===== config.mk =====
export PLATFORM = sky130hd
export DESIGN_NAME = lt24_pixel_sink
export DESIGN_NICKNAME = d
export VERILOG_FILES = /design/src/rtl/lt24_pkg.sv /design/src/rtl/lt24_bus_write.sv /design/src/rtl/lt24_pixel_sink.sv
export SDC_FILE = /design/constraint.sdc
export NUM_CORES = 1
export LEC_CHECK = 0
export CELL_PAD_IN_SITES_DETAIL_PLACEMENT = 1
export CELL_PAD_IN_SITES_GLOBAL_PLACEMENT = 1
export CORE_MARGIN = 2
export CORE_UTILIZATION = 35
export DETAILED_ROUTE_END_ITERATION = 10
export PLACE_DENSITY_LB_ADDON = 0.1
export SYNTH_ARGS = -nofsm -noshare
export SYNTH_HDL_FRONTEND = slang
export SYNTH_SLANG_ARGS = --single-unit

===== constraint.sdc =====
create_clock -name clock -period 6.35 [get_ports clock]
set_clock_uncertainty 0.15 [all_clocks]
set_input_delay 1.27 -clock clock [delete_from_list [all_inputs] [get_ports clock]]
set_output_delay 1.27 -clock clock [all_outputs]
set_load 0.02 [all_outputs]

===== src/rtl/lt24_pkg.sv =====
// Shared constants and state encoding for the LT24 pixel sink.
package lt24_pkg;

  localparam logic [7:0] CMD_COLSET  = 8'h2A;
  localparam logic [7:0] CMD_PAGESET = 8'h2B;
  localparam logic [7:0] CMD_MEMWR   = 8'h2C;

  typedef enum logic [2:0] {
    IDLE,
    CMD_COL,
    DAT_COL,
    CMD_PAGE,
    DAT_PAGE,
    CMD_MEMW,
    PIXEL
  } state_t;

endpackage


===== src/rtl/lt24_bus_write.sv =====
// Single 8080-style write strobe: low phase, then high phase.
module lt24_bus_write
  import lt24_pkg::*;
#(
  parameter int WR_LOW_CYCLES  = 2,
  parameter int WR_HIGH_CYCLES = 2
) (
  input  logic        clock,
  input  logic        reset,
  input  logic        start,
  input  logic        rs,
  input  logic [15:0] data,
  output logic        wr_n,
  output logic        busy,
  output logic        done,
  output logic        bus_rs,
  output logic [15:0] bus_data
);

  localparam int TOTAL = WR_LOW_CYCLES + WR_HIGH_CYCLES;
  localparam int CW    = $clog2(TOTAL + 1);
  localparam logic [CW-1:0] LAST = CW'(TOTAL - 1);
  localparam logic [CW-1:0] LOW  = CW'(WR_LOW_CYCLES);

  logic          active;
  logic [CW-1:0] cnt;

  // RS and data are latched at start so they hold for the whole strobe.
  always_ff @(posedge clock) begin
    if (reset) begin
      active   <= 1'b0;
      cnt      <= '0;
      bus_rs   <= 1'b1;
      bus_data <= '0;
    end else if (start) begin
      active   <= 1'b1;
      cnt      <= '0;
      bus_rs   <= rs;
      bus_data <= data;
    end else if (active) begin
      if (cnt == LAST)
        active <= 1'b0;
      else
        cnt <= cnt + 1'b1;
    end
  end

  assign wr_n = !(active && (cnt < LOW));
  assign busy = active;
  assign done = active && (cnt == LAST);

endmodule


===== src/rtl/lt24_pixel_sink.sv =====
// Pixel-write responder driving LT24 column/page/memwrite cycles.
module lt24_pixel_sink
  import lt24_pkg::*;
#(
  parameter int WIDTH          = 240,
  parameter int HEIGHT         = 320,
  parameter int WR_LOW_CYCLES  = 2,
  parameter int WR_HIGH_CYCLES = 2
) (
  input  logic        clock,
  input  logic        reset,
  input  logic        sinkEnable,
  input  logic [7:0]  xAddr,
  input  logic [8:0]  yAddr,
  input  logic [15:0] pixelData,
  input  logic        pixelWrite,
  output logic        pixelReady,
  output logic        LT24CS_n,
  output logic        LT24RS,
  output logic        LT24Wr_n,
  output logic        LT24Rd_n,
  output logic [15:0] LT24Data
);

  localparam logic [15:0] COL_END  = 16'(WIDTH - 1);
  localparam logic [15:0] PAGE_END = 16'(HEIGHT - 1);
  localparam logic [7:0]  X_LAST   = 8'(WIDTH - 1);
  localparam logic [8:0]  Y_LAST   = 9'(HEIGHT - 1);

  state_t      state, state_n;
  logic [1:0]  idx, idx_n;
  logic [7:0]  x_q, x_n;
  logic [8:0]  y_q, y_n;
  logic [15:0] d_q, d_n;
  logic [7:0]  pred_x, col_start;
  logic [8:0]  pred_y;
  logic        pred_valid;
  logic        accept, stream, start;
  logic        done, busy;
  logic        wr_rs;
  logic [15:0] wr_data;

  assign accept = pixelWrite && pixelReady;
  assign stream = pred_valid && (xAddr == pred_x)
               && (yAddr == pred_y);
  assign x_n = accept ? xAddr : x_q;
  assign y_n = accept ? yAddr : y_q;
  assign d_n = accept ? pixelData : d_q;

  always_ff @(posedge clock) begin
    if (reset) begin
      state <= IDLE;
      idx   <= '0;
    end else begin
      state <= state_n;
      idx   <= idx_n;
    end
  end

  always_comb begin
    state_n = state;
    idx_n   = idx;
    unique case (state)
      IDLE:
        if (accept) state_n = stream ? PIXEL : CMD_COL;
      CMD_COL:
        if (done) state_n = DAT_COL;
      DAT_COL:
        if (done) begin
          idx_n = idx + 1'b1;
          if (idx == 2'd3) state_n = CMD_PAGE;
        end
      CMD_PAGE:
        if (done) state_n = DAT_PAGE;
      DAT_PAGE:
        if (done) begin
          idx_n = idx + 1'b1;
          if (idx == 2'd3) state_n = CMD_MEMW;
        end
      CMD_MEMW:
        if (done) state_n = PIXEL;
      PIXEL:
        if (done) state_n = IDLE;
      default: state_n = IDLE;
    endcase
  end

  // The word for the upcoming write is chosen from the next state.
  always_comb begin
    pixelReady = (state == IDLE) && !busy
              && sinkEnable && !reset;
    start   = accept || (done && state != PIXEL);
    wr_rs   = 1'b1;
    wr_data = '0;
    unique case (state_n)
      CMD_COL: begin
        wr_rs   = 1'b0;
        wr_data = {8'h00, CMD_COLSET};
      end
      DAT_COL:
        unique case (idx_n)
          2'd0: wr_data = 16'h0000;
          2'd1: wr_data = {8'h00, x_n};
          2'd2: wr_data = {8'h00, COL_END[15:8]};
          default: wr_data = {8'h00, COL_END[7:0]};
        endcase
      CMD_PAGE: begin
        wr_rs   = 1'b0;
        wr_data = {8'h00, CMD_PAGESET};
      end
      DAT_PAGE:
        unique case (idx_n)
          2'd0: wr_data = {15'h0000, y_n[8]};
          2'd1: wr_data = {8'h00, y_n[7:0]};
          2'd2: wr_data = {8'h00, PAGE_END[15:8]};
          default: wr_data = {8'h00, PAGE_END[7:0]};
        endcase
      CMD_MEMW: begin
        wr_rs   = 1'b0;
        wr_data = {8'h00, CMD_MEMWR};
      end
      PIXEL:   wr_data = d_n;
      default: wr_data = '0;
    endcase
  end

  // Mirror of the controller's auto-increment pointer.
  always_ff @(posedge clock) begin
    if (reset) begin
      pred_valid <= 1'b0;
      pred_x     <= '0;
      pred_y     <= '0;
      col_start  <= '0;
      x_q        <= '0;
      y_q        <= '0;
      d_q        <= '0;
    end else begin
      if (accept) begin
        x_q <= xAddr;
        y_q <= yAddr;
        d_q <= pixelData;
        if (!stream) col_start <= xAddr;
      end
      if (state == PIXEL && done) begin
        if (x_q < X_LAST) begin
          pred_x     <= x_q + 1'b1;
          pred_y     <= y_q;
          pred_valid <= 1'b1;
        end else if (y_q < Y_LAST) begin
          pred_x     <= col_start;
          pred_y     <= y_q + 1'b1;
          pred_valid <= 1'b1;
        end else begin
          pred_valid <= 1'b0;
        end
      end else if (state == IDLE && !sinkEnable) begin
        pred_valid <= 1'b0;
      end
    end
  end

  lt24_bus_write #(
    .WR_LOW_CYCLES  (WR_LOW_CYCLES),
    .WR_HIGH_CYCLES (WR_HIGH_CYCLES)
  ) u_wr (
    .clock    (clock),
    .reset    (reset),
    .start    (start),
    .rs       (wr_rs),
    .data     (wr_data),
    .wr_n     (LT24Wr_n),
    .busy     (busy),
    .done     (done),
    .bus_rs   (LT24RS),
    .bus_data (LT24Data)
  );

  assign LT24CS_n = (state == IDLE);
  assign LT24Rd_n = 1'b1;

endmodule


==> out/summary.txt <==
status - finished clean
peak supply drop - 0.000129 V
post-cts resize count - 0
Worst-Skew Late Latency - 0.34 ns
layout cells sized above 1 - 0.0640
Layout Nets - 568
Synth top area share - 0.417
CTS tree - yes
clock period minus worst slack - 4.19 ns
setup TNS - 0 ns
Ports - 58
M1 wire length - 5620 um
Post-synth EDFFs - 0
relative slew slack - 0.292
Routed Antenna Nets - 0
per-cell routed wire length - 17.7 um
WP data arrival - 4.31 ns
Max clock buf depth - 2
via count - 3577
commonest non-fill, non-tap cell in the layout - nand2_1
Layout Utilization - 0.441
fin cells - 674
Cell Chain, Critical Path - clkdlybuf4s50_1 -> nor4bb_1 -> and2_1 -> buf_4 -> nor2_1 -> nor2b_1 -> a21oi_1 -> a21oi_2
Seq/Total Area, Yosys - 0.417
H-tree levels - 3
Finish-stage setup viols - 0
antenna cells - 0
Buf/Inv on CP - 2
most frequent cells in the layout - nand2_1, dfxtp_1, clkdlybuf4s50_1
critical path class - in2reg
Final HPWL DP - 8600 um
Hold Crit Class - reg2reg
Synth Instances - 485
placed cell areas - 4700 um2
setup ws final - 2.16 ns
Final Power - 1.24 mW
count of cell types in the netlist - 59
FILL cells - 1356
critical path's top delay family - simple AND/OR/NAND/NOR gates
Overflow after GRT - 0
highest metal used - met4
largest net degree at the start of global routing - 75
Post-synth top flop - dfxtp_1
Synth Warn # - 0
drt first pass iters - 4
WL met2 - 5730 um
Required @ worst endpoint - 6.47 ns
worst-path fanout max - 26
Worst setup SP type - input port
Clock Tree Root - clkbuf_16
P&R area growth vs syn - 23.3%
area leader, netlist - dfxtp_1
drt drc - 0
drt first-iter violations - 136
dpl cells - 658
cts hold-fix bufs - 0
Routed met3 length - 383 um
WL final - 11900 um
Starting Density - 0.358
WHS - 0.309 ns
vias in the first global route - 3726
RSZ-0062 raised after global routing - no
crit path capture type - flip-flop
clk slew on worst S/H paths - 0.06 ns
final instance area - 5040 um2
fmax - 239 MHz
core region area - 11400 um2
count of buffers from port buffering - 56
Pwr Density - 246 nW/um2
Max Cap Viol - 0
gpl congestion - 0.807
CP max stage delay - 0.92 ns
cts bufs inserted - 9
Worst-Margin Slew - 1.06 ns
Syn Nets - 527
Tot GR Track Use - 0.196
Final Cycle Share - 0.660
Rows - 39
Slew Limit Fails - 0
asr flop ratio synth - 0
Slowest-stage cell, CP - nor2b_1
worst slack, placed - 1.76 ns
Syn Std Cell Area - 4080 um2
Die Y - 112 um
R2R Setup Slk - 2.78 ns
syn_area_per_cell - 8.42 um2
Via-to-Cell Ratio - 5.31
setup repair bufs after CTS - 0
Synth area leaders - dfxtp_1, nand2_1, a21oi_1
die width - 112 um
CTS Sinks - 85
initial antenna violation count - 0
Leakage - 1.83 nW
die footprint - 12500 um2
Yosys reg bits - 85
final hold violation count - 0
global-route wire length before repair - 19500 um
-- Yosys cell counts, types with 8 or more instances --
master	instances
clkbuf_1	10
nand2_1	86
buf_2	10
a211oi_1	12
a22o_1	8
o21ai_0	8
nor2b_1	8
a21oi_1	47
mux2i_1	23
nand3_1	8
xor2_1	11
dfxtp_1	85
nor2_1	52
xnor2_1	20
-- power breakdown --
part / internal (mW) / switching, mW
clock network: 0.359 / 0.230
logic: 0.0446 / 0.0509
registers: 0.544 / 0.00998
-- state kept, by name (all words and copies together) (netlist names) --
register       cells
pred_x             8
u_wr.bus_rs        1
state              3
u_wr.bus_data     16
idx                2
pred_valid         1
x_q                8
y_q                9
pred_y             9
u_wr.cnt           3
col_start          8
u_wr.busy          1
d_q               16
-- layout make-up --
class	count	area [um2]	share of cell area
Multi-Input combinational cell	366	2220	0.441
Sequential cell	85	1700	0.338
Timing Repair Buffer	60	586	0.116
Clock buffer	10	239	0.0474
Tap cell	143	179	0.0355
Clock inverter	6	93.8	0.0186
Inverter	4	15.0	0.00298
-- worst register-to-register path: stages, from the launching register on --
cell and delay [ns]:
dfxtp_1 0.68, or3_4 0.25, inv_2 0.04, and2_1 0.13
buf_4 0.23, nor2_1 0.74, nor2b_1 0.92, a21oi_1 0.21
a21oi_2 0.15
-- kinds of logic after synthesis --
logic type | after synthesis | share of synthesized area
simple gates | 194 | 0.219
flops | 85 | 0.417
fa+ha+maj | 5 | 0.0153
mux | 24 | 0.0591
buf+inv | 34 | 0.0389
xor+xnor | 32 | 0.0705
other cells | 1 | 0.000918
compound gates | 110 | 0.180
-- path summary, 6_finish.rpt --
kind,cells after the start,endpoint,start
setup / recovery,8,u_wr.bus_data[2],sinkEnable
hold / removal,2,d_q[7],d_q[7]
setup reg to reg,8,u_wr.bus_data[2],state[2]
hold reg to reg,2,d_q[7],d_q[7]
-- routing by layer --
layer / vias up / track usage
li1: 1769 / -
met1: 1731 / 0.260
met2: 61 / 0.331
met3: 16 / 0.0259
met4: 0 / 0.0634
met5: - / 0
Power figures use the tool's default switching activity.
